--- src/rtl/sonata_pkg.sv ---
// Shared Sonata system constants.
//
// Holds the system clock frequency, the derived switch-debounce sample
// period and the bit layout of the switch field on the GPIO input bus.
// Also provides a width helper for counters that may degenerate to a
// single state.
package sonata_pkg;

    // System clock and derived 1 ms switch sample period.
    localparam int unsigned SysClkFreq           = 40_000_000;
    localparam int unsigned SwDebounceTickCycles = SysClkFreq / 1000;

    // Switch field layout on the GPIO input bus.
    localparam int unsigned GpioSwWidth   = 16;
    localparam int unsigned GpioUserSwLsb = 0;
    localparam int unsigned GpioUserSwMsb = 7;
    localparam int unsigned GpioNavSwLsb  = 8;
    localparam int unsigned GpioNavSwMsb  = 12;
    localparam int unsigned GpioSelSwLsb  = 13;
    localparam int unsigned GpioSelSwMsb  = 15;

    // Packed view of the switch field, MSB first.
    typedef struct packed {
        logic [2:0] sel;
        logic [4:0] nav;
        logic [7:0] user;
    } gpio_sw_t;

    // Bits needed to count 0..n-1, never less than one bit.
    function automatic int unsigned cnt_width(input int unsigned n);
        return (n <= 1) ? 1 : $clog2(n);
    endfunction

endpackage

--- src/rtl/sonata_tick_gen.sv ---
// Free-running prescaler producing a one-cycle tick every TickCycles clocks.
//
// Ports:
//   clk_i   system clock
//   rst_i   asynchronous active-high reset (counter returns to 0)
//   tick_o  high for one cycle when the count reaches TickCycles-1
//
// With TickCycles = 1 the tick is high on every cycle.
module sonata_tick_gen
    import sonata_pkg::*;
#(
    parameter int unsigned TickCycles = SwDebounceTickCycles
) (
    input  logic clk_i,
    input  logic rst_i,
    output logic tick_o
);

    localparam int unsigned CntW = cnt_width(TickCycles);
    localparam logic [CntW-1:0] CntLast = CntW'(TickCycles - 1);

    logic [CntW-1:0] count;

    assign tick_o = (count == CntLast);

    always_ff @(posedge clk_i or posedge rst_i) begin
        if (rst_i) begin
            count <= '0;
        end else if (tick_o) begin
            count <= '0;
        end else begin
            count <= count + 1'b1;
        end
    end

endmodule

--- src/rtl/sonata_sw_debounce.sv ---
// Mechanical switch conditioner for the GPIO input bus.
//
// Every bit is synchronised with a two-flop pair, then debounced against a
// shared sample tick: a new level is accepted only after it has disagreed
// with the current debounced level on StableTicks consecutive ticks. Any
// return to the debounced level restarts the count. Accepted changes give a
// one-cycle rise/fall pulse aligned with the sw_o change, and set a sticky
// interrupt flag one cycle later.
//
// Ports:
//   clk_i     system clock
//   rst_i     asynchronous active-high reset
//   sw_raw_i  raw active-high switch levels (asynchronous to clk_i)
//   clear_i   one-cycle pulse clearing irq_o (a same-cycle set wins)
//   sw_o      debounced switch levels
//   rise_o    one-cycle pulse per bit on an accepted 0->1 change
//   fall_o    one-cycle pulse per bit on an accepted 1->0 change
//   irq_o     sticky: any accepted change since the last clear
module sonata_sw_debounce
    import sonata_pkg::*;
#(
    parameter int unsigned Width       = GpioSwWidth,
    parameter int unsigned TickCycles  = SwDebounceTickCycles,
    parameter int unsigned StableTicks = 5,
    parameter logic [Width-1:0] ResetVal = '0
) (
    input  logic             clk_i,
    input  logic             rst_i,
    input  logic [Width-1:0] sw_raw_i,
    input  logic             clear_i,
    output logic [Width-1:0] sw_o,
    output logic [Width-1:0] rise_o,
    output logic [Width-1:0] fall_o,
    output logic             irq_o
);

    localparam int unsigned CntW = cnt_width(StableTicks + 1);
    localparam logic [CntW-1:0] CntLast = CntW'(StableTicks - 1);

    // Two-flop synchroniser; sync_q2 is the only view of the raw inputs.
    logic [Width-1:0] sync_q1;
    logic [Width-1:0] sync_q2;

    always_ff @(posedge clk_i or posedge rst_i) begin
        if (rst_i) begin
            sync_q1 <= ResetVal;
            sync_q2 <= ResetVal;
        end else begin
            sync_q1 <= sw_raw_i;
            sync_q2 <= sync_q1;
        end
    end

    logic tick;

    sonata_tick_gen #(
        .TickCycles(TickCycles)
    ) u_tick_gen (
        .clk_i (clk_i),
        .rst_i (rst_i),
        .tick_o(tick)
    );

    logic [Width-1:0] differs;
    logic [Width-1:0] accept;
    logic [CntW-1:0]  cnt [Width];

    for (genvar gi = 0; gi < Width; gi++) begin : g_bit
        assign differs[gi] = sync_q2[gi] ^ sw_o[gi];
        // The last required tick of a disagreement run commits the change.
        assign accept[gi]  = differs[gi] & tick & (cnt[gi] == CntLast);

        always_ff @(posedge clk_i or posedge rst_i) begin
            if (rst_i) begin
                cnt[gi] <= '0;
            end else if (!differs[gi]) begin
                cnt[gi] <= '0;
            end else if (tick) begin
                cnt[gi] <= accept[gi] ? '0 : cnt[gi] + 1'b1;
            end
        end
    end

    // Pulses are registered alongside sw_o so they coincide with the change.
    always_ff @(posedge clk_i or posedge rst_i) begin
        if (rst_i) begin
            sw_o   <= ResetVal;
            rise_o <= '0;
            fall_o <= '0;
            irq_o  <= 1'b0;
        end else begin
            sw_o   <= sw_o ^ accept;
            rise_o <= accept & sync_q2;
            fall_o <= accept & ~sync_q2;
            if (|(rise_o | fall_o)) begin
                irq_o <= 1'b1;
            end else if (clear_i) begin
                irq_o <= 1'b0;
            end
        end
    end

endmodule

--- config.mk ---
export PLATFORM = sky130hd
export DESIGN_NAME = sonata_sw_debounce
export DESIGN_NICKNAME = d
export VERILOG_FILES = /design/src/rtl/sonata_pkg.sv /design/src/rtl/sonata_tick_gen.sv /design/src/rtl/sonata_sw_debounce.sv
export SDC_FILE = /design/constraint.sdc
export NUM_CORES = 1
export LEC_CHECK = 0
export BUFFER_PORTS_ARGS = -buffer_cell sky130_fd_sc_hd__buf_2
export CORE_MARGIN = 3
export CORE_UTILIZATION = 63
export CTS_CLUSTER_SIZE = 10
export DETAILED_ROUTE_END_ITERATION = 12
export PLACE_DENSITY = 0.94
export SLEW_MARGIN = 20
export SYNTH_ARGS = -nofsm -noshare
export SYNTH_HDL_FRONTEND = slang
export SYNTH_SLANG_ARGS = --single-unit
--- constraint.sdc ---
create_clock -name clk_i -period 9.55 [get_ports clk_i]
set_input_delay 0.955 -clock clk_i [delete_from_list [all_inputs] [get_ports clk_i]]
set_output_delay 0.955 -clock clk_i [all_outputs]
set_load 0.03 [all_outputs]
After elaboration in Yosys (flattened, before gate mapping). Cells that the tools add are included.

Bits in registers: 145. Logic and storage cells: 179. Input port bits: 19. Output and inout port bits: 49.

Bitwise logic cells: 53. Equality and inequality tests: 33. $add $sub $neg: 17. Muxes and demuxes: 51. Reduce and logical (&&, ||, !) cells: 2.

Operators with widths (number): 3-bit 2-to-1 mux (48); 3-bit by 1-bit adder with 3-bit output (second input constant) (16); 3-bit equality test (second input constant) (16); 1-bit AND (32); 16-bit AND (2); 2-bit != test (second input constant) (16); 16-bit by 1-bit adder with 16-bit output (second input constant) (1); 16-bit equality test (second input constant) (1); 16-bit 2-to-1 mux (1); 16-bit inverter (1); 16-bit OR (1); 16-bit OR reduction (1); 1-bit XOR (16); 16-bit XOR (1); 1-bit 2-to-1 mux (2); 2-bit nonzero test (1).

Depth between registers and ports, before layout.
Depth in word-level cells: 6. Depth in mapped cells: 7. Gate-level depth less buffers: 5.

By module. From an unflattened synthesis, not the netlist that was laid out.

Cells, all modules: 524. Area total of the unflattened synthesis: 6150.9 µm².

By module, submodules not included: sonata_sw_debounce (seq. area each 3228.1 µm², times used 1, area each 5403.9 µm², cells an instance 454); sonata_tick_gen (seq. area each 400.4 µm², times used 1, area each 747.0 µm², cells an instance 70).

Least setup slack after synthesis. No wires, ideal clock.

Kind: reg-to-reg. From: register u_tick_gen.count[9]. To: register sw_o[6]. Stages on the path, launching flop included: 6. Path buffers: 1. Clock period less this slack: 2.165 ns. Setup time: 0.125 ns. Slack: 7.385 ns. Data arrival time: 2.040 ns. Required time: 9.425 ns. Cells stage by stage: dfrtp_1 -> or4b_1 -> nor4_4 -> buf_6 -> nand3_2 -> mux2_4.

Longest elaborated chain between the ends: 4.

RTL lines: start, declared (RTL line sonata_tick_gen.sv:22) `logic [CntW-1:0] count;`; start signal, assigned (RTL line sonata_tick_gen.sv:32) `count <= count + 1'b1;`; 16-bit equality test (RTL line sonata_tick_gen.sv:24) `assign tick_o = (count == CntLast);`; 1-bit AND (2 in series) (RTL line sonata_sw_debounce.sv:71) `assign accept[gi] = differs[gi] & tick & (cnt[gi] == CntLast);`; 16-bit XOR (RTL line sonata_sw_debounce.sv:92) `sw_o <= sw_o ^ accept;`; end signal, assigned (RTL line sonata_sw_debounce.sv:87) `sw_o <= ResetVal;`; end signal, assigned (RTL line sonata_sw_debounce.sv:92); end, declared (RTL line sonata_sw_debounce.sv:31) `output logic [Width-1:0] sw_o,`.

Every way passes these cells. A chain may end at the register's enable or synchronous reset.

Worst setup path in the final report.
From: register u_tick_gen.count[9]. To: register sw_o[5].

The elaborated chain is that of the path after synthesis.

==> results summary <==
Summed over all instances, the cell type with the most area after synthesis is sky130_fd_sc_hd__dfrtp_1. The H-tree depth came out at 4. The clock latency on the worst-skew pair came out at 0.54 ns. The power share of the clock group is 54.2%. The placed cell count came out at just under 700. The worst reg2reg path depth came out at 5. The arrival time reported for the critical path endpoint is ~3.2 ns. The initial standard-cell utilization of the core came out at between 60% and 70%.

The via count of the first global-routing pass came to approximately 4,300. Along the worst path, the maximum fanout reaches 66. The pin count of the biggest net entering global routing came out at 75. The fmax is 356.8 MHz. The vertical die dimension is 105.5 µm. The count of nets left with antenna violations once routing finished came out at 0. The run finished with clean final reports.

The switching component of the power came out at ~280 µW. TritonCTS built the clock tree. The critical path capture point type is a register.

The data required time at the worst endpoint came out at between 9 and 10 ns. The total count of max-transition violations in the final report is 0. The wire length after detailed routing came out at about 12,000 µm.

The leakage component of the power is ~0.0036 µW. After detailed routing, the number of remaining DRC violations is 0. Setup repair after global routing left no endpoint under its margin. The global route total overflow came out at 0. Row generation in the floorplan step produced 35 rows. Counting instances, the worst hold path has a depth of 0. The clock net in this run drives a total of 145 sinks. Post-CTS repair changed the size of 0 cells. The detailed-router iteration count before antenna repair came out at 4.

The critical hold path startpoint is sync_q1[13]$_DFF_PP0_. The sequential share of power is 44.3%. The share of the synthesized area in the top cell type came out at 58.15%. The worst-margin pin slew is roughly 0.9 ns. The final RePlAce weighted congestion came out at about 0.76. The first-iteration detailed-routing DRC count is 247. The endpoint of the lowest-slack register-to-register path is sw_o[5]$_DFF_PP0_.

The number of max-cap violations is 0. The gate count of the mapped netlist is 493. The x dimension of the die is roughly 110 µm. The final layout net count came out at approximately 630.

The count of pins on the block boundary is just under 70. The die covers 11,130 µm². The net count after synthesis came out at 545. The internal power came out at between 1000 and 1500 µW.

The critical path launch point type is a register. The power per standard cell area came out at just under 200 nW/µm². The worst-case IR drop observed on VDD is 143.4 µV.

By area the synthesized netlist is led by sky130_fd_sc_hd__dfrtp_1 58%, sky130_fd_sc_hd__ha_1 6.6%, sky130_fd_sc_hd__mux2i_1 5.1%, sky130_fd_sc_hd__nor3b_1 3.7%, sky130_fd_sc_hd__xnor2_1 3.4%. The number of antenna violations at the first check in global routing is 0. The final sum of negative setup slack came out at 0 ns. The finished layout holds between 700 and 800 standard cells, fillers aside. The switching power as a share of total power is 19.49%.

The cell at the root of the clock tree is sky130_fd_sc_hd__clkbuf_8. The flip-flop and latch count after synthesis came out at around 150. The number of buffers inserted to repair setup after CTS came out at 0.

The number of endpoints with negative hold slack in the final report came to 0. The final critical-path share of the clock period is about 30%. The setup slack of the worst register-to-register path is 6.75 ns. The overall fraction of global-route tracks in use is 24.09%. The shortest period the worst path allows is roughly 2.8 ns.

The logic gate share of total power is 1.5%. By startpoint and endpoint, the worst setup path is classified as reg2reg. The share of post-route cells with drive strength above 1 came out at 22.01%. The mean instance size in the synthesized netlist is about 13 µm². In this run the standard cell core region covers between 9000 and 10,000 µm². In this run, CTS created clock tree buffers numbering 17.

The number of buffers inserted by port buffering is 67. The class of the tightest hold or removal check is reg2reg. The clock transition time at the flip-flop clock pins of the worst setup and hold paths is around 0.06 ns. The number of buffers inserted for hold repair after clock tree synthesis is 0.

The longest clock path from root to sink contains 2 buffers. Clock skew on the completed layout was measured at approximately 0.0078 ns. The unique cell type count in the Yosys netlist came out at 27. Detailed placement finished with a half-perimeter wire length of 7615 µm. The headroom to the max-slew limit came out at 40.47%.

The wire length per cell after detailed routing is approximately 17 µm. The worst hold path terminates at sync_q2[13]$_DFF_PP0_. The wire length of the first global-routing pass is between 20,000 and 25,000 µm.

The setup-violating endpoint count in the final report is 0. The area growth from synthesis to final layout is 17.97%. The via count came out at between 4,000 and 5,000. The post-synthesis instance area came out at 6240 µm². The via density per instance is 5.719. The number of inserted diodes is 0. The startpoint identified for the worst register-to-register timing path is u_tick_gen.count[9]$_DFF_PP0_.

For this run, the register share of the synthesized area comes to approximately three fifths. For this run, the number of Yosys warnings is 0.
logic make-up (layout without fill, tap and decap cells):
kind of cell	count (synthesis)	count (layout)	synth area share (%)
and+or+nand+nor	140	140	13.19
adders and majority gates	33	33	6.617
AOI/OAI and AO/OA	52	52	5.574
muxes	48	48	8.622
xor gates and xnor gates	30	30	4.211
DFF	145	145	58.15
buffers and inverters	45	138	3.629
metal layers:
metal	global-route usage, %	share of wire (%)	up-vias
met1	27.02	39	2056
met5	0	0	-
li1	-	-	1881
met2	42.62	53	117
met4	10.18	2.8	0
met3	7.226	4.9	35
power by group through the flow:
stage	Combinational, µW	Clock, µW	Sequential [µW]
floorplan	14.2	0	636
detailed placement	22.2	0	638
global placement	21.5	0	637
finish	21.6	766	627
CTS	22.7	775	627
global route	25.1	803	627
cells in the mapped netlist:
master                     count
sky130_fd_sc_hd__buf_4         1
sky130_fd_sc_hd__dfrtp_1     145
sky130_fd_sc_hd__o21ai_0       1
sky130_fd_sc_hd__xor2_1        6
sky130_fd_sc_hd__ha_1         33
sky130_fd_sc_hd__a21boi_0      3
sky130_fd_sc_hd__nor3_1       19
sky130_fd_sc_hd__inv_1        36
sky130_fd_sc_hd__nor4_1       11
sky130_fd_sc_hd__nor3b_1      31
sky130_fd_sc_hd__nor4_4        1
sky130_fd_sc_hd__nand3_1      12
sky130_fd_sc_hd__mux2i_1      32
sky130_fd_sc_hd__or4b_1        2
sky130_fd_sc_hd__nor2b_1       1
sky130_fd_sc_hd__mux2_4       10
sky130_fd_sc_hd__and3_1        2
sky130_fd_sc_hd__buf_2         1
sky130_fd_sc_hd__nand4_1       6
sky130_fd_sc_hd__mux2_2        6
sky130_fd_sc_hd__a21oi_1      32
sky130_fd_sc_hd__buf_6         7
sky130_fd_sc_hd__xnor2_1      24
sky130_fd_sc_hd__nor2_1       44
sky130_fd_sc_hd__nand3_2      10
sky130_fd_sc_hd__nand2_1       1
sky130_fd_sc_hd__o211a_1      16
worst max-delay path: stages (launching register included):
cell and delay, ns:
sky130_fd_sc_hd__dfrtp_1 0.41, sky130_fd_sc_hd__or4b_1 0.59, sky130_fd_sc_hd__nor4_4 0.32, sky130_fd_sc_hd__buf_4 0.71
sky130_fd_sc_hd__nand3_1 0.29, sky130_fd_sc_hd__mux2_2 0.33
layout make-up:
cell class,count,area (µm²)
clock inverter,13,256.5
sequential,145,3628
timing repair buffer,70,357.8
fill,494,2054
tap,129,161.4
inverter,36,140.1
multi-input combinational,303,2385
clock buffer,19,431.7
cell usage in the layout (no fill, tap or decap), types with 3 or more instances in the layout:
cell type	instances
sky130_fd_sc_hd__buf_4	3
sky130_fd_sc_hd__nor2_1	44
sky130_fd_sc_hd__xor2_1	6
sky130_fd_sc_hd__nand3_1	12
sky130_fd_sc_hd__nor3_1	19
sky130_fd_sc_hd__nand3_2	10
sky130_fd_sc_hd__nor3b_1	31
sky130_fd_sc_hd__nor4_1	11
sky130_fd_sc_hd__a21oi_1	32
sky130_fd_sc_hd__dfrtp_1	145
sky130_fd_sc_hd__buf_2	67
sky130_fd_sc_hd__a21boi_0	3
sky130_fd_sc_hd__xnor2_1	24
sky130_fd_sc_hd__nand4_1	6
sky130_fd_sc_hd__ha_1	33
sky130_fd_sc_hd__mux2_2	6
sky130_fd_sc_hd__mux2i_1	32
sky130_fd_sc_hd__inv_1	35
sky130_fd_sc_hd__bufinv_16	7
sky130_fd_sc_hd__o211a_1	16
sky130_fd_sc_hd__mux2_4	10
sky130_fd_sc_hd__clkbuf_16	16
stage by stage:
stage                     worst slack [ns]  util, %  area, µm²  hold WS (ns)  power [µW]
after floorplan                      4.700        -       6240        0.3312       650.4
after global placement               6.917    70.87       6673        0.3318       658.6
after detailed placement             6.806    70.87       6673        0.3358       659.7
after CTS                            6.764    78.18       7361        0.3500        1424
after global routing                 6.596    78.18       7361        0.3518        1455
final                                6.747    78.18       7361        0.3470        1415
flip-flops by register name (all words and copies together), names as in the netlist:
signal / flops
fall_o: 16
sw_o: 16
irq_o: 1
cnt: 48
rise_o: 16
sync_q1: 16
sync_q2: 16
u_tick_gen.count: 16
how the worst max path moves through the flow:
stage	start	end	slack, ns	cells after the start
finish	u_tick_gen.count[9]$_DFF_PP0_	sw_o[5]$_DFF_PP0_	6.75	5
global placement	u_tick_gen.count[9]$_DFF_PP0_	sw_o[4]$_DFF_PP0_	6.92	5
CTS	u_tick_gen.count[9]$_DFF_PP0_	sw_o[5]$_DFF_PP0_	6.76	5
detailed placement	u_tick_gen.count[9]$_DFF_PP0_	sw_o[5]$_DFF_PP0_	6.81	5
global route	u_tick_gen.count[9]$_DFF_PP0_	sw_o[5]$_DFF_PP0_	6.60	5
floorplan	rst_i	cnt[0]$_DFFE_PP0P_	4.70	1
Note: power is estimated with default switching activity, not from simulation.
